===== config.mk =====
export PLATFORM = sky130hd
export DESIGN_NAME = sms_ram_arb
export DESIGN_NICKNAME = d
export VERILOG_FILES = /design/src/rtl/sms_pkg.sv /design/src/rtl/sms_ram_arb_pick.sv /design/src/rtl/sms_ram_arb.sv
export SDC_FILE = /design/constraint.sdc
export NUM_CORES = 1
export LEC_CHECK = 0
export CAP_MARGIN = 5
export CORE_AREA = 2 2 103 105
export DETAILED_ROUTE_END_ITERATION = 12
export DIE_AREA = 0 0 105 107
export PLACE_DENSITY_LB_ADDON = 0.1
export SLEW_MARGIN = 10
export SYNTH_ARGS = -nofsm -noshare
export SYNTH_HDL_FRONTEND = slang
export SYNTH_SLANG_ARGS = --single-unit

===== constraint.sdc =====
create_clock -name i_sys_hclk -period 5.89 [get_ports i_sys_hclk]
set_input_delay 1.4725 -clock i_sys_hclk [delete_from_list [all_inputs] [get_ports i_sys_hclk]]
set_output_delay 1.4725 -clock i_sys_hclk [all_outputs]
set_load 0.01 [all_outputs]

===== src/rtl/sms_pkg.sv =====
// Shared encodings and helpers for the SMS SRAM access path.
// Holds access-size codes, the SRAM address width and requester indices.
package sms_pkg;

  localparam int SMS_AW = 17;

  localparam logic [2:0] SIZE_BYTE = 3'b000;
  localparam logic [2:0] SIZE_HALF = 3'b001;
  localparam logic [2:0] SIZE_WORD = 3'b010;

  localparam logic PORT_AHB = 1'b0;
  localparam logic PORT_AUX = 1'b1;

  // Sizes above a word are rejected; halfword/word must be naturally aligned.
  function automatic logic access_legal(input logic [2:0] size, input logic [1:0] addr_lo);
    logic ok;
    ok = 1'b0;
    case (size)
      SIZE_BYTE: ok = 1'b1;
      SIZE_HALF: ok = ~addr_lo[0];
      SIZE_WORD: ok = (addr_lo == 2'b00);
      default:   ok = 1'b0;
    endcase
    return ok;
  endfunction

endpackage


===== src/rtl/sms_ram_arb_pick.sv =====
// Combinational 2-way picker: single requester wins outright; on a tie either
// round-robin against the last winner or port 0 unless port 1 has starved.
module sms_ram_arb_pick
  import sms_pkg::*;
#(
  parameter int MAX_WAIT = 8
) (
  input  logic       p0_req_i,
  input  logic       p1_req_i,
  input  logic       rr_mode_i,
  input  logic       last_i,
  input  logic [7:0] wait_cnt_i,
  output logic       vld_o,
  output logic       win_o
);

  localparam logic [7:0] MAX_W = 8'(MAX_WAIT);

  always_comb begin
    vld_o = p0_req_i | p1_req_i;
    win_o = PORT_AHB;
    if (p0_req_i && p1_req_i) begin
      if (rr_mode_i) begin
        win_o = ~last_i;
      end else if (wait_cnt_i == MAX_W) begin
        win_o = PORT_AUX;
      end
    end else if (p1_req_i) begin
      win_o = PORT_AUX;
    end
  end

endmodule


===== src/rtl/sms_ram_arb.sv =====
// Two-port arbiter for the single-ported SMS SRAM: one grant per cycle, RAM
// command driven straight from the winner, read data routed back one cycle later.
module sms_ram_arb
  import sms_pkg::*;
#(
  parameter int AW       = SMS_AW,
  parameter int MAX_WAIT = 8
) (
  input  logic          i_sys_hclk,
  input  logic          i_sys_rst,
  input  logic          cfg_rr,
  input  logic          p0_req,
  input  logic          p0_write,
  input  logic [2:0]    p0_size,
  input  logic [AW-1:0] p0_addr,
  input  logic [31:0]   p0_wdata,
  output logic          p0_gnt,
  output logic          p0_rvalid,
  output logic [31:0]   p0_rdata,
  output logic          p0_err,
  input  logic          p1_req,
  input  logic          p1_write,
  input  logic [2:0]    p1_size,
  input  logic [AW-1:0] p1_addr,
  input  logic [31:0]   p1_wdata,
  output logic          p1_gnt,
  output logic          p1_rvalid,
  output logic [31:0]   p1_rdata,
  output logic          p1_err,
  output logic          ram_sel,
  output logic          ram_write,
  output logic [2:0]    ram_size,
  output logic [AW-1:0] ram_addr,
  output logic [31:0]   ram_wdata,
  input  logic [31:0]   ram_rdata,
  output logic          ram_idle
);

  localparam logic [7:0] MAX_W = 8'(MAX_WAIT);

  logic       rd_own_q, rd_own_d;
  logic       rsp_vld_q, rsp_vld_d;
  logic       err_q, err_d;
  logic       last_q, last_d;
  logic [7:0] wait_cnt_q, wait_cnt_d;

  logic          pick_vld, pick_win, win_vld, win_legal;
  logic          w_write;
  logic [2:0]    w_size;
  logic [AW-1:0] w_addr;
  logic [31:0]   w_wdata;

  sms_ram_arb_pick #(.MAX_WAIT(MAX_WAIT)) u_pick (
    .p0_req_i   (p0_req),
    .p1_req_i   (p1_req),
    .rr_mode_i  (cfg_rr),
    .last_i     (last_q),
    .wait_cnt_i (wait_cnt_q),
    .vld_o      (pick_vld),
    .win_o      (pick_win)
  );

  // Reset suppresses every grant so nothing is issued or consumed that cycle.
  assign win_vld = pick_vld & ~i_sys_rst;

  always_comb begin
    w_write = p0_write;
    w_size  = p0_size;
    w_addr  = p0_addr;
    w_wdata = p0_wdata;
    if (pick_win == PORT_AUX) begin
      w_write = p1_write;
      w_size  = p1_size;
      w_addr  = p1_addr;
      w_wdata = p1_wdata;
    end
  end

  assign win_legal = access_legal(w_size, w_addr[1:0]);
  assign p0_gnt    = win_vld & (pick_win == PORT_AHB);
  assign p1_gnt    = win_vld & (pick_win == PORT_AUX);

  always_comb begin
    ram_sel   = 1'b0;
    ram_write = 1'b0;
    ram_size  = '0;
    ram_addr  = '0;
    ram_wdata = '0;
    if (win_vld && win_legal) begin
      ram_sel   = 1'b1;
      ram_write = w_write;
      ram_size  = w_size;
      ram_addr  = w_addr;
      ram_wdata = w_wdata;
    end
  end

  always_comb begin
    rsp_vld_d = 1'b0;
    err_d     = 1'b0;
    rd_own_d  = rd_own_q;
    last_d    = last_q;
    if (win_vld) begin
      last_d   = pick_win;
      rd_own_d = pick_win;
      if (!win_legal) begin
        err_d = 1'b1;
      end else if (!w_write) begin
        rsp_vld_d = 1'b1;
      end
    end
    // Starvation counter only matters in fixed-priority mode.
    wait_cnt_d = 8'd0;
    if (!cfg_rr && p1_req && !p1_gnt) begin
      wait_cnt_d = (wait_cnt_q < MAX_W) ? wait_cnt_q + 8'd1 : wait_cnt_q;
    end
  end

  always_ff @(posedge i_sys_hclk) begin
    if (i_sys_rst) begin
      rd_own_q   <= PORT_AHB;
      rsp_vld_q  <= 1'b0;
      err_q      <= 1'b0;
      last_q     <= PORT_AUX;
      wait_cnt_q <= 8'd0;
    end else begin
      rd_own_q   <= rd_own_d;
      rsp_vld_q  <= rsp_vld_d;
      err_q      <= err_d;
      last_q     <= last_d;
      wait_cnt_q <= wait_cnt_d;
    end
  end

  // Responses are masked during reset so a pending one is dropped.
  logic rsp_live, own0, own1;
  assign rsp_live = ~i_sys_rst;
  assign own0     = rsp_live & (rd_own_q == PORT_AHB);
  assign own1     = rsp_live & (rd_own_q == PORT_AUX);

  assign p0_rvalid = own0 & (rsp_vld_q | err_q);
  assign p0_err    = own0 & err_q;
  assign p0_rdata  = (own0 & rsp_vld_q) ? ram_rdata : 32'h0;
  assign p1_rvalid = own1 & (rsp_vld_q | err_q);
  assign p1_err    = own1 & err_q;
  assign p1_rdata  = (own1 & rsp_vld_q) ? ram_rdata : 32'h0;

  assign ram_idle = ~p0_req & ~p1_req & ~rsp_vld_q & ~err_q;

endmodule


==> metrics.md, run 1 <==
| Metric | Value |
|---|---|
| Status | `completed` |
| Synth Flop Type | `dfxtp_1` |
| Worst Hold Class | `register to register` |
| TritonCTS Buffers | `3` |
| Dpl ws | `560 ps` |
| CP Launch Type | `input pin` |
| Core region area | `10100 sq um` |
| Flops & latches, synth | `12` |
| Num ports | `268` |
| H-tree depth | `1` |
| R2R Setup Slk | `3820 ps` |
| Nets | `734` |
| Final Non-Filler Cells | `724` |
| Via count | `3332` |
| R2r endpoint | `rsp_vld_q` |
| Setup TNS | `0 ps` |
| Max Root-Sink Buffers | `2` |
| Port bufs | `266` |
| Die Footprint | `11200 sq um` |
| DP Area | `5070 sq um` |
| CTS sink cnt | `12` |
| Hold Path Depth | `1` |
| Vias in the first global route | `3167` |
| Kind of critical path | `input pin to output port` |
| DIE WIDTH | `105 microns` |
| Resized Gates After CTS | `0` |
| Final Cell Area | `5120 sq um` |
| GP Congestion | `0.797` |
| Yosys cell types | `45` |
| Area Growth Syn to Fin | `117%` |
| Clock transition at path regs | `50 ps` |
| Root buf cell | `clkbuf_8` |
| Initial DRT Pass Iterations | `4` |
| Synthesized cell area | `2360 sq um` |
| R2r worst-path depth | `7` |
| Clk_lat worst skew | `240 ps` |
| Least-Margin Pin Slew | `604 ps` |
| Grt total ovfl | `0` |
| Top cells by area, synth | `and2_1 (18%), o211ai_1 (11%), dfxtp_1 (10%)` |
| Placed Cells incl. Taps | `720` |
| CP endpoint kind | `output port` |
| Commonest non-fill, non-tap cells in the layout | `clkdlybuf4s50_1 (266), and2_1 (68), nand2_1 (54), o21ai_1 (41), o211ai_1 (36)` |
| Crit path max fanout | `49` |
| Ant diodes | `0` |
| Max-Cap Viols | `0` |
| DP Wirelength | `8800 microns` |
| ANT nets after route | `0` |
| First-pass GRT wire length | `16500 microns` |
| RSZ-0062 raised after global routing | `false` |
| Worst r2r src | `wait_cnt_q[0]` |
| Hold-fix buffers at CTS | `0` |
| WL final | `10900 microns` |
| Final setup margin | `568 ps` |
| Power Density | `75.6 nW/um^2` |
| Syn Inst Count | `344` |
| P_leak | `1.75 nW` |
| Row count | `37` |
| Routed length per instance | `15.1 microns` |
| EDFF count, synth | `0` |
| Worst Path Arrival | `3850 ps` |
| Starting Density | `0.234` |
| WHS Endpoint | `wait_cnt_q[7]` |
| Seq/Total Area, Yosys | `0.102` |
| GRT Total Usage | `0.176` |
| Period utilization | `0.903` |
| Largest net degree at the start of global routing | `50` |
| DRC Markers | `0` |
| DR vias/cell | `4.60` |
| Slew Limit Headroom | `0.597` |
| Drt first-iter violations | `123` |
| Synth Area per Inst | `6.86 sq um` |
| Commonest non-fill, non-tap cell in the layout | `clkdlybuf4s50_1` |
| Post-Syn Nets | `489` |
| Worst clock skew | `3.07 ps` |
| Min Tclk post-route | `5320 ps` |
| FMAX | `188 MHz` |
| Layout cell share with drive strength beyond 1 | `0.0816` |
| Initial antenna violation count | `0` |
| Post-CTS Setup Inserts | `0` |
| Area leader, netlist | `and2_1` |
| TritonCTS clock tree | `yes` |
| Ys Warns | `0` |
| Tot Pwr | `0.000387 W` |
| Final Max Tran Viols | `0` |
| Final setup vio count | `0` |
| Req. time, crit path | `4420 ps` |
| Beginning of the worst hold path | `wait_cnt_q[7]` |
| Async set-or-reset flop fraction in the synthesized netlist | `0` |
| Die height | `107 microns` |
| Max VDD drop | `58.6 uV` |
| Top cell type's share of synthesized area | `0.180` |
| Final Hold Viols | `0` |
[stage by stage]
stage                     utilization  hold slack [ps]
after global routing            0.508              507
after CTS                       0.508              473
after floorplan                     -              431
after detailed placement        0.502              450
after global placement          0.502              446
final                           0.508              472
[worst max-delay path by stage]
stage,startpoint,end,slack (ps),cells past startpoint
detailed placement,p0_req,ram_addr[5],560,7
global placement,cfg_rr,ram_addr[1],630,7
CTS,p0_req,ram_addr[5],560,7
floorplan,i_sys_rst,ram_addr[7],1540,7
global route,cfg_rr,ram_size[1],450,7
finish,p0_req,ram_wdata[13],570,7
[critical path, stage by stage]
cell and delay [ps]:
clkdlybuf4s50_1 650, o21bai_2 250, nor4_4 350, buf_12 280, o211ai_1 130, o21ai_1 100, clkdlybuf4s50_1 570
[registers in the layout, summed over array words and instances, names as in the netlist]
| name | flops |
|---|---|
| wait_cnt_q | 8 |
| err_q | 1 |
| last_q | 1 |
| rd_own_q | 1 |
| rsp_vld_q | 1 |
[cell families (layout without fill, tap and decap cells)]
| logic type | after synthesis | after routing | share of synthesized area |
|---|---|---|---|
| AND/OR/NAND/NOR | 163 | 163 | 0.380 |
| AO/OA/AOI/OAI | 117 | 117 | 0.368 |
| buffers and inverters | 43 | 287 | 0.114 |
| flip-flops | 12 | 12 | 0.102 |
| multiplexers | 4 | 4 | 0.0170 |
| adder cells (fa/ha/maj) | 2 | 2 | 0.0106 |
| XOR/XNOR | 2 | 2 | 0.00742 |
| other | 1 | 1 | 0.00159 |
[report_power, final]
part	internal, W	switching, W	total (W)
clock	0.0000590	0.0000301	0.0000891
combinational	0.000129	0.0000840	0.000213
sequential	0.0000832	0.00000207	0.0000852
total	0.000271	0.000116	0.000387
[cells in the mapped netlist (5+ instances only)]
cell / n
o21ai_2: 7
o211ai_2: 13
nor2_1: 9
o211ai_1: 36
inv_1: 5
nor3_1: 5
buf_2: 5
and2_1: 68
nand2_1: 54
a21oi_1: 5
o21ai_1: 41
clkbuf_1: 17
dfxtp_1: 12
o21a_1: 5
buf_6: 12
[layout make-up]
type / count / area (sq um)
clock buffers: 4 / 55.1
fillers: 1036 / 4970
inverters: 6 / 22.5
multi-input cells: 289 / 1860
flip-flops and latches: 12 / 240
well taps: 136 / 170
repair buffers: 277 / 2770
[per-layer routing]
layer  up-vias  GRT usage  wire (microns)
li1       1707          -               -
met1      1486      0.198            4200
met2       129      0.346            5780
met3        10     0.0316             787
met4         0     0.0343             148
met5         -          0               0
(Power assumes the default switching activity.)
==> run 2, diff against run 1 <==
--- a/config.mk
+++ b/config.mk
@@ -6,9 +6,10 @@
 export NUM_CORES = 1
 export LEC_CHECK = 0
 export CAP_MARGIN = 5
-export CORE_AREA = 2 2 103 105
+export CORE_AREA = 3 3 104 106
 export DETAILED_ROUTE_END_ITERATION = 12
-export DIE_AREA = 0 0 105 107
+export DIE_AREA = 0 0 107 109
+export GPL_ROUTABILITY_DRIVEN = 0
 export PLACE_DENSITY_LB_ADDON = 0.1
 export SLEW_MARGIN = 10
 export SYNTH_ARGS = -nofsm -noshare
==> run 2 against run 1 <==
Via count is 2.7% higher. Utilization grew 1.3 points. Total power up 0.26%. Cell count decreased by 0.41%. Register-to-register slack worse by 160 ps. Global-route usage is 0.58 points higher. Worst hold slack worse by 12 ps. Non-clock buffer count unchanged.
==> metrics.md, run 2 (synthesized netlist as in run 1, its figures left out) <==
| Metric | Value |
|---|---|
| Status | `completed` |
| Initial DRT Pass Iterations | `4 (unchanged)` |
| Final Max Tran Viols | `0 (unchanged)` |
| Tot Pwr | `0.000388 W (+0.26%)` |
| Die height | `109 microns (+1.9%)` |
| Worst r2r src | `wait_cnt_q[0]` |
| Req. time, crit path | `4420 ps (about the same)` |
| Nets | `734 (unchanged)` |
| Ant diodes | `0 (unchanged)` |
| Max Root-Sink Buffers | `2 (unchanged)` |
| Initial antenna violation count | `0 (unchanged)` |
| Worst setup path start | `cfg_rr` |
| FMAX | `183 MHz (-2.5%)` |
| Setup TNS | `0 ps (unchanged)` |
| Area Growth Syn to Fin | `117%` |
| WL final | `11500 microns (+5.3%)` |
| Least-Margin Pin Slew | `630 ps (+26.3 ps)` |
| Final Hold Viols | `0 (unchanged)` |
| TritonCTS clock tree | `yes` |
| Hold-fix buffers at CTS | `0 (unchanged)` |
| Top reg by flops | `wait_cnt_q` |
| GRT Total Usage | `0.182 (+0.00580)` |
| CTS sink cnt | `12 (unchanged)` |
| Vias in the first global route | `3431 (+8.3%)` |
| Commonest non-fill, non-tap cells in the layout | `clkdlybuf4s50_1 (266), and2_1 (68), nand2_1 (54), o21ai_1 (41), o211ai_1 (36)` |
| Worst Hold Class | `register to register` |
| First-pass GRT wire length | `17300 microns (+5.1%)` |
| CP Launch Type | `input pin` |
| Layout cell share with drive strength beyond 1 | `0.0816 (unchanged)` |
| Dpl ws | `421 ps (-139 ps)` |
| Final setup vio count | `0 (unchanged)` |
| Period utilization | `0.927 (+0.0235)` |
| DIE WIDTH | `107 microns (+1.9%)` |
| Final setup margin | `430 ps (-138 ps)` |
| Grt total ovfl | `0 (unchanged)` |
| Row count | `36 (-2.7%)` |
| CP most frequent cell | `clkdlybuf4s50_1` |
| Routed length per instance | `15.9 microns (+5.8%)` |
| Largest net degree at the start of global routing | `50 (unchanged)` |
| Commonest non-fill, non-tap cell in the layout | `clkdlybuf4s50_1` |
| Clock transition at path regs | `50 ps (about the same)` |
| Critical-path cell list | `clkdlybuf4s50_1, or4bb_1, o221a_2, buf_12, o211ai_1, o21ai_1, clkdlybuf4s50_1` |
| Starting Density | `0.239 (+0.00540)` |
| CP max stage delay | `560 ps (-90 ps)` |
| H-tree depth | `1 (unchanged)` |
| Kind of critical path | `input pin to output port` |
| DRC Markers | `0 (unchanged)` |
| Via count | `3423 (+2.7%)` |
| Util after Layout | `0.520 (+0.0126)` |
| Final Non-Filler Cells | `721 (-0.41%)` |
| ANT nets after route | `0 (unchanged)` |
| DP Wirelength | `9300 microns (+5.7%)` |
| Resized Gates After CTS | `0 (unchanged)` |
| Worst Path Arrival | `3990 ps (+140 ps)` |
| TritonCTS Buffers | `3 (unchanged)` |
| Num ports | `268 (unchanged)` |
| P_leak | `1.75 nW (+0.24%)` |
| Power Density | `75.7 nW/um^2 (about the same)` |
| Clk_lat worst skew | `240 ps (about the same)` |
| Post-CTS Setup Inserts | `0 (unchanged)` |
| CP endpoint kind | `output port` |
| Worst clock skew | `0.941 ps (-2.13 ps)` |
| Min Tclk post-route | `5460 ps (+138 ps)` |
| DR vias/cell | `4.75 (+3.2%)` |
| Max reg flops | `8 (unchanged)` |
| Port bufs | `266 (unchanged)` |
| Drt first-iter violations | `168 (+37%)` |
| Critical-path cell with the highest stage delay | `or4bb_1` |
| Max VDD drop | `70.7 uV (+21%)` |
| Placed Cells incl. Taps | `717 (-0.42%)` |
| Core region area | `9860 sq um (-2.3%)` |
| Root buf cell | `clkbuf_8` |
| Max-Cap Viols | `0 (unchanged)` |
| Die Footprint | `11700 sq um (+3.8%)` |
| Slew Limit Headroom | `0.576 (-0.0208)` |
| RSZ-0062 raised after global routing | `false` |
| # fillers | `954 (-7.9%)` |
| Beginning of the worst hold path | `wait_cnt_q[6]` |
| Crit path max fanout | `36 (-27%)` |
[run 2: worst paths after layout]
check / endpoint / slack (ps) / depth (start not counted)
worst min register to register: wait_cnt_q[6] / 460 / 1
worst min-delay path: wait_cnt_q[6] / 460 / 1
worst max-delay path: ram_wdata[22] / 430 / 7
worst max register to register: err_q / 3660 / 7
[run 2: layout make-up]
type	instances	area, sq um	area share
inverter	6	22.5	0.00439
clock buffer	4	55.1	0.0107
sequential	12	240	0.0468
multi-input combinational	289	1860	0.363
tap	133	166	0.0324
timing repair buffer	277	2780	0.542
[run 2: routing by layer]
metal  track usage  vias up  wire (microns)
met5             0        -               0
met4        0.0502        0             259
met3        0.0332       20             810
met2         0.358      146            6100
met1         0.198     1558            4320
li1              -     1699               -
[run 2: metrics by stage]
stage	area, sq um	hold WS [ps]
6_report	5130	460
5_1_grt	5130	501
4_1_cts	5130	468
3_5_place_dp	5080	450
3_3_place_gp	5080	445
2_1_floorplan	2360	431
[run 2: power by group]
| part | switching [W] | internal (W) | total, W |
|---|---|---|---|
| clock network | 0.0000292 | 0.0000590 | 0.0000882 |
| registers | 0.00000208 | 0.0000832 | 0.0000853 |
| logic | 0.0000847 | 0.000130 | 0.000215 |
[run 2: critical path, delay by kind of cell]
| kind | cells | cell delay, ps |
|---|---|---|
| AOI/OAI and AO/OA | 3 | 740 |
| buffers and inverters | 3 | 1200 |
| and+or+nand+nor | 1 | 560 |
==> run 3, diff against run 2 <==
==> constraint.sdc (replaced) <==
create_clock -name i_sys_hclk -period 6.3 [get_ports i_sys_hclk]
set_input_delay 1.575 -clock i_sys_hclk [delete_from_list [all_inputs] [get_ports i_sys_hclk]]
set_output_delay 1.575 -clock i_sys_hclk [all_outputs]
set_load 0.01 [all_outputs]
==> run 3 against run 2 <==
Die area is the same. Combinational power shrank 7%. Global-route usage grew 0.16 points. Clock power shrank 5.6%. Non-clock buffer count shrank 3. Worst setup slack gained 99 ps. Highest routed layer unchanged. Clock-buffer cell count is the same. Critical path type unchanged.
==> metrics.md, run 3 (synthesized netlist as in run 1, its figures left out) <==
| Metric | Value |
|---|---|
| CTS sink cnt | `12 (unchanged)` |
| Final Max Tran Viols | `0 (unchanged)` |
| Initial DRT Pass Iterations | `4 (unchanged)` |
| ANT nets after route | `0 (unchanged)` |
| Commonest non-fill, non-tap cell in the layout | `clkdlybuf4s50_1` |
| Setup TNS | `0 ps (unchanged)` |
| Layout cell share with drive strength beyond 1 | `0.0769 (-0.00471)` |
| WL final | `11500 microns (+0.15%)` |
| Reg power frac | `0.220 (about the same)` |
| GR Util met3 | `0.0361 (+0.00296)` |
| Dpl ws | `486 ps (+64.6 ps)` |
| Pint | `0.000253 W (-7.2%)` |
| Port bufs | `266 (unchanged)` |
| FMAX | `173 MHz` |
| # fillers | `958 (+0.42%)` |
| TritonCTS Buffers | `3 (unchanged)` |
| Status | `completed` |
| Placed Cells incl. Taps | `714 (-0.42%)` |
| Met1 Track Usage GR | `0.213 (+0.0141)` |
| CP Launch Type | `input pin` |
| Top reg by flops | `wait_cnt_q` |
| Sw Ratio | `0.302 (+0.00331)` |
| TritonCTS clock tree | `yes` |
| Power Density | `71.1 nW/um^2 (-6.1%)` |
| Fin Hold WS | `459 ps (-1.07 ps)` |
| H-tree depth | `1 (unchanged)` |
| Clk_lat worst skew | `240 ps (about the same)` |
| Starting Density | `0.239 (unchanged)` |
| DR vias/cell | `4.71 (-0.78%)` |
| Drt first-iter violations | `172 (+2.4%)` |
| Final Hold Viols | `0 (unchanged)` |
| Busiest grt layer | `met2` |
| Resized Gates After CTS | `0 (unchanged)` |
| Req. time, crit path | `4720 ps (+300 ps)` |
| Met2 Resource Use GR | `0.350 (-0.00854)` |
| Nets | `731 (-0.41%)` |
| Worst Hold Class | `register to register` |
| DP Area | `5040 sq um (-0.69%)` |
| Final Non-Filler Cells | `718 (-0.42%)` |
| Net Switching | `0.000109 W (-5.7%)` |
| Clock transition at path regs | `50 ps (about the same)` |
| Via count | `3382 (-1.2%)` |
| Area of the multi-input gates | `1860 sq um (unchanged)` |
| Hold Path Depth | `1 (unchanged)` |
| Final setup vio count | `0 (unchanged)` |
| Die height | `109 microns (unchanged)` |
| Worst Path Arrival | `4200 ps (+210 ps)` |
| Max-Cap Viols | `0 (unchanged)` |
| Final setup margin | `529 ps (+98.9 ps)` |
| Largest net degree at the start of global routing | `50 (unchanged)` |
| Vias in the first global route | `3261 (-5.0%)` |
| Post-CTS Setup Inserts | `0 (unchanged)` |
| Max Root-Sink Buffers | `2 (unchanged)` |
| Slew Limit Headroom | `0.563 (-0.0135)` |
| Ant diodes | `0 (unchanged)` |
| Period utilization | `0.916` |
| Hold-fix buffers at CTS | `0 (unchanged)` |
| DIE WIDTH | `107 microns (unchanged)` |
| Grt total ovfl | `0 (unchanged)` |
| Worst clock skew | `4.90 ps (+3.96 ps)` |
| Min Tclk post-route | `5770 ps` |
| Final Cell Area | `5100 sq um (-0.68%)` |
| P_leak | `1.73 nW (-0.99%)` |
| Core region area | `9860 sq um (unchanged)` |
| Least-Margin Pin Slew | `655 ps (+25.1 ps)` |
| Area Growth Syn to Fin | `116%` |
| Kind of critical path | `input pin to output port` |
| Clock power share | `0.230 (+0.003)` |
| CP endpoint kind | `output port` |
| GRT Total Usage | `0.184 (+0.00156)` |
| FF/Latch Area | `240 sq um (unchanged)` |
| Row count | `36 (unchanged)` |
| Root buf cell | `clkbuf_8` |
| Routed length per instance | `16.0 microns (+0.57%)` |
| Max VDD drop | `70.3 uV (-0.57%)` |
| Crit path max fanout | `48 (+33%)` |
| Commonest non-fill, non-tap cells in the layout | `clkdlybuf4s50_1 (266), and2_1 (68), nand2_1 (54), o21ai_1 (41), o211ai_1 (36)` |
| Die Footprint | `11700 sq um (unchanged)` |
| Num ports | `268 (unchanged)` |
| DP Wirelength | `9310 microns (about the same)` |
| Initial antenna violation count | `0 (unchanged)` |
| First-pass GRT wire length | `17600 microns (+1.2%)` |
| RSZ-0062 raised after global routing | `false` |
| R2r worst-path depth | `7 (unchanged)` |
| DRC Markers | `0 (unchanged)` |
| Part of the power in combinational logic | `0.550 (-0.003)` |
| Max reg flops | `8 (unchanged)` |
## run 3: changes by cell type in the layout (fill, tap and decap cells not counted), sizes merged
cell,previous run,this run
buf,11,8
## run 3: area by class of cell
| class | count | share of cell area |
|---|---|---|
| Timing Repair Buffer | 274 | 0.539 |
| Inverter | 6 | 0.00442 |
| Clock buffer | 4 | 0.0108 |
| Tap cell | 133 | 0.0327 |
| Sequential cell | 12 | 0.0471 |
| Multi-Input combinational cell | 289 | 0.366 |
## run 3: final timing paths
check                  endpoint  slack (ps)           from
setup / recovery  ram_wdata[15]         530         p1_req
hold / removal    wait_cnt_q[5]         460  wait_cnt_q[5]
setup reg to reg          err_q        4070  wait_cnt_q[0]
hold reg to reg   wait_cnt_q[5]         460  wait_cnt_q[5]
## run 3: metal layers
layer	share of wire	wire length (microns)	vias to the layer above
li1	-	-	1698
met1	0.38	4360	1525
met2	0.54	6180	145
met3	0.069	789	14
met4	0.015	174	0
met5	0	0	-
## run 3: critical path, cell delays in order
cell and delay (ps):
clkdlybuf4s50_1 760, o21bai_2 260, nor4_4 290, buf_4 450, nand2_1 100, o21ai_1 130, clkdlybuf4s50_1 580
## run 3: power groups by stage
stage                      clock, W  combinational, W  sequential, W
after floorplan                   0         0.0000734      0.0000807
after global placement            0          0.000198      0.0000812
after detailed placement          0          0.000200      0.0000812
after CTS                 0.0000856          0.000201      0.0000796
after global routing      0.0000888          0.000215      0.0000800
final                     0.0000833          0.000199      0.0000796
## run 3: per-stage QoR
stage | power (W) | utilization
floorplan | 0.000154 | -
global placement | 0.000279 | 0.511
detailed placement | 0.000281 | 0.511
CTS | 0.000367 | 0.517
global route | 0.000383 | 0.517
finish | 0.000362 | 0.517
==> patch 1: new RTL, settings of run 2 <==
Set the package constant `SMS_AW` to 34 (it was 17).
--- a/src/rtl/sms_pkg.sv
+++ b/src/rtl/sms_pkg.sv
@@ -2,7 +2,7 @@
 // Holds access-size codes, the SRAM address width and requester indices.
 package sms_pkg;
 
-  localparam int SMS_AW = 17;
+  localparam int SMS_AW = 34;
 
   localparam logic [2:0] SIZE_BYTE = 3'b000;
   localparam logic [2:0] SIZE_HALF = 3'b001;
Ports: changed (resized p0_addr, p1_addr and ram_addr); port bits go from 268 to 319. No check against the original RTL was run, so the function may have changed too.
==> patch 1 against run 2 <==
  * Power rose by 12%
  * Via count rose by 20%
  * Wire length rose by 36%
  * Sequential share of layout area fell by 0.57 points
  * First-iteration DRC count rose by 30%
  * Sequential cell count did not move
  * Critical path depth did not move
  * Final area rose by 14%
  * Setup slack got worse by 0.064 ns
  * Area after synthesis rose by 6.0%
  * Clock skew rose by 0.0032 ns
  * Combinational power rose by 21%
  * Synthesized cell count rose by 17%
  * Largest cell class unchanged
  * Largest power group unchanged
==> patch 1: results (changes against run 2) <==
.. list-table::
   :header-rows: 1

   * - Metric
     - Value
   * - Total wire length after detailed routing
     - 15700 um (+36%)
   * - Critical path data arrival time
     - 4.05 ns (+0.06 ns)
   * - Average vias per placed instance
     - 4.99 (+5.2%)
   * - Static power due to leakage
     - 1.95 nW (+11%)
   * - Synthesized-area fraction occupied by ao, oa, aoi and oai cells
     - 38.8% (+2.0 points)
   * - Critical Path Fanout Max
     - 29 (-19%)
   * - Final HPWL from detailed placement
     - 12600 um (+36%)
   * - Share of total power in the clock network
     - 20.4% (-2.3 points)
   * - Share of final-layout standard cells stronger than drive strength 1
     - 4.05% (-4.1 points)
   * - Worst IR drop on VDD
     - 75.5 uV (+6.7%)
   * - Fill cell count
     - 921 (-3.5%)
   * - Fraction of the yosys area taken by sequential cells
     - 9.60% (-0.58 points)
   * - Signal buffers share of area
     - 57.2% (+3.0 points)
   * - Wire length of the first global-routing pass
     - 22700 um (+31%)
   * - Multi-input combinational gate total
     - 339 (+17%)
   * - Count of flip-flops and latches
     - 12 (unchanged)
   * - Status
     - complete, no violations
   * - Slowest CP cell
     - sky130_fd_sc_hd__clkdlybuf4s50_1
   * - Total global routing track utilization
     - 24.6% (+6.4 points)
   * - Delay of the slowest cell on the worst path
     - 0.63 ns (+0.07 ns)
   * - Largest cells by area after synthesis
     - sky130_fd_sc_hd__o211ai_1, sky130_fd_sc_hd__and2_1, sky130_fd_sc_hd__o21ai_1
   * - Multiplexer area fraction after synthesis
     - 1.60% (-0.097 points)
   * - Total of plain and repair buffers excluding clock buffers
     - 330 (+19%)
   * - Synthesized Nets
     - 583 (+19%)
   * - Via count of the first global-routing pass
     - 3991 (+16%)
==> patch 1: changes by cell type in the layout (fill, tap and decap cells not counted), moves of 3 or more <==
cell	change
sky130_fd_sc_hd__buf_12	+3
sky130_fd_sc_hd__clkdlybuf4s50_1	+51
sky130_fd_sc_hd__nand2_1	+19
sky130_fd_sc_hd__nor3_1	-3
sky130_fd_sc_hd__o211ai_1	+30
sky130_fd_sc_hd__o211ai_2	-13
sky130_fd_sc_hd__o21a_1	-4
sky130_fd_sc_hd__o21ai_0	+3
sky130_fd_sc_hd__o21ai_1	+25
sky130_fd_sc_hd__o21ai_2	-7
==> patch 1: worst register-to-register path, cell delays in order (launching register included) <==
cell and delay (ns):
sky130_fd_sc_hd__dfxtp_1 0.34, sky130_fd_sc_hd__inv_1 0.07, sky130_fd_sc_hd__ha_1 0.13, sky130_fd_sc_hd__or4bb_1 0.54, sky130_fd_sc_hd__o221a_2 0.31, sky130_fd_sc_hd__buf_12 0.22, sky130_fd_sc_hd__nor4_4 0.26, sky130_fd_sc_hd__a211oi_2 0.07
==> patch 1: per-layer routing <==
layer | share of wire [%] | vias to the layer above | track usage (%)
met1 | 39 | 1889 | 28.9
li1 | - | 2009 | -
met3 | 7.2 | 22 | 5.15
met5 | 0 | - | 0
met2 | 52 | 195 | 45.9
met4 | 2.1 | 0 | 5.30
==> patch 1: per-stage QoR <==
step	power (mW)	area (um2)	setup slack, ns	cells
finish	0.434	5850	0.366	824
global route	0.460	5850	0.257	824
CTS	0.437	5850	0.389	824
detailed placement	0.345	5790	0.412	820
global placement	0.344	5790	0.455	820
floorplan	0.167	2500	1.44	404
==> patch 2: new RTL, flow settings as in run 2 <==
Without the edit above. Make the reset (`i_sys_rst`) asynchronous in one clocked block.
--- a/src/rtl/sms_ram_arb.sv
+++ b/src/rtl/sms_ram_arb.sv
@@ -116,7 +116,7 @@
     end
   end
 
-  always_ff @(posedge i_sys_hclk) begin
+  always_ff @(posedge i_sys_hclk or posedge i_sys_rst) begin
     if (i_sys_rst) begin
       rd_own_q   <= PORT_AHB;
       rsp_vld_q  <= 1'b0;
Function: differs if i_sys_rst is asserted again (counterexample within 4 cycles, from zero or initial values and one cycle with i_sys_rst high); with i_sys_rst held inactive, the same outputs for 10 cycles.
==> patch 2 against run 2 <==
  * Via count down 16%
  * Sequential cell count stayed put
  * Wire length decreased by 13%
  * Critical endpoint is now ram_addr[1]
  * Critical path type unchanged
  * Register-to-register slack worse by 0.19 ns
  * Non-clock buffer count decreased by 4
  * Power increased by 8.0%
  * Clock power is essentially flat
  * Final area decreased by 5.3%
  * Setup slack got worse by 0.19 ns
  * Critical path depth stayed put
  * Area after synthesis down 13%
  * Final cell count is 8.9% lower
==> patch 2: results (changes against run 2) <==
.. list-table::
   :header-rows: 1

   * - Metric
     - Value
   * - First drt pass iteration count
     - 6 (+2)
   * - Critical Path Fanout Max
     - 52 (+44%)
   * - GR Util met2
     - 31.5% (-4.3 points)
   * - Sequential fraction of total cell area
     - 6.20% (+1.5 points)
   * - R2r setup slk
     - 3.47 ns (-0.19 ns)
   * - Post-Layout Cell Count
     - 657 (-8.9%)
   * - P&R area growth vs syn
     - 137%
   * - Count of mapped cells out of synthesis
     - 270 (-22%)
   * - Leading register cell type out of synthesis
     - sky130_fd_sc_hd__dfrtp_1
   * - Average vias per placed instance
     - 4.40 (-7.4%)
   * - Most numerous cell types in the synthesized netlist
     - sky130_fd_sc_hd__and2_1, sky130_fd_sc_hd__mux2i_1, sky130_fd_sc_hd__nor3_1
   * - Worst hold slack across all endpoints
     - 0.485 ns (+0.0251 ns)
   * - Cell depth of the worst flop-to-flop path
     - 8 (+1)
   * - Share of final-layout standard cells stronger than drive strength 1
     - 4.58% (-3.6 points)
   * - Worst IR drop on VDD
     - 59.6 uV (-16%)
   * - Wire length of the first global-routing pass
     - 14900 um (-14%)
   * - Met3 layer usage reported by global route
     - 4.85% (+1.5 points)
   * - Fraction of the yosys area taken by sequential cells
     - 14.7% (+4.6 points)
   * - Critical Path End
     - ram_addr[1]
   * - Logic pwr share
     - 57.6% (+2.3 points)
   * - Final worst setup slack
     - 0.244 ns (-0.186 ns)
   * - Ratio of total power to cell area
     - 86.3 nW/um2 (+14%)
   * - Total global routing track utilization
     - 15.5% (-2.7 points)
   * - Detailed Route Iter0 Violations
     - 131 (-22%)
   * - Critical path data arrival time
     - 4.17 ns (+0.18 ns)
   * - Cell area after placement
     - 4800 um2 (-5.3%)
   * - Internal power
     - 0.295 mW (+8.3%)
   * - Status
     - complete, no violations
   * - Pre-CTS setup slack
     - 0.233 ns (-0.188 ns)
   * - Multi-input combinational gate total
     - 230 (-20%)
   * - Via count of the first global-routing pass
     - 2927 (-15%)
   * - Final HPWL from detailed placement
     - 8470 um (-8.9%)
   * - Static power due to leakage
     - 1.98 nW (+13%)
   * - Signal buffers share of area
     - 55.9% (+1.6 points)
   * - Number of nets in the final layout
     - 670 (-8.7%)
==> patch 2: cell count changes in the layout (fill, tap and decap cells not counted), moves of 3 or more <==
cell / before / now
sky130_fd_sc_hd__o211ai_2: 13 / 0
sky130_fd_sc_hd__buf_12: 3 / 0
sky130_fd_sc_hd__dfxtp_1: 12 / 0
sky130_fd_sc_hd__o211ai_1: 36 / 0
sky130_fd_sc_hd__nand2_1: 54 / 3
sky130_fd_sc_hd__o21a_1: 5 / 2
sky130_fd_sc_hd__nand3b_1: 4 / 0
sky130_fd_sc_hd__o21ai_0: 3 / 7
sky130_fd_sc_hd__dfrtp_1: 0 / 11
sky130_fd_sc_hd__nor3_1: 5 / 49
sky130_fd_sc_hd__o21ai_1: 41 / 0
sky130_fd_sc_hd__o21ai_2: 7 / 0
sky130_fd_sc_hd__mux2i_1: 4 / 49
==> patch 2: cells by family (layout without fill, tap and decap cells) <==
kind of cell | count (synthesis) | after routing | share of synthesized area, %
other | 1 | 1 | 0.183
XOR/XNOR | 2 | 2 | 0.856
buffers and inverters | 28 | 282 | 7.82
flip-flops | 12 | 12 | 14.7
multiplexers | 52 | 52 | 25.8
AO/OA/AOI/OAI | 18 | 18 | 5.50
AND/OR/NAND/NOR | 155 | 155 | 43.9
adder cells (fa/ha/maj) | 2 | 2 | 1.22
==> patch 2: critical path, cell delays in order <==
cell	delay [ns]
sky130_fd_sc_hd__clkdlybuf4s50_1	0.46
sky130_fd_sc_hd__or4bb_1	0.55
sky130_fd_sc_hd__nor2_4	0.16
sky130_fd_sc_hd__o21ai_4	0.12
sky130_fd_sc_hd__mux2_4	0.54
sky130_fd_sc_hd__nor3_1	0.28
sky130_fd_sc_hd__clkdlybuf4s50_1	0.59
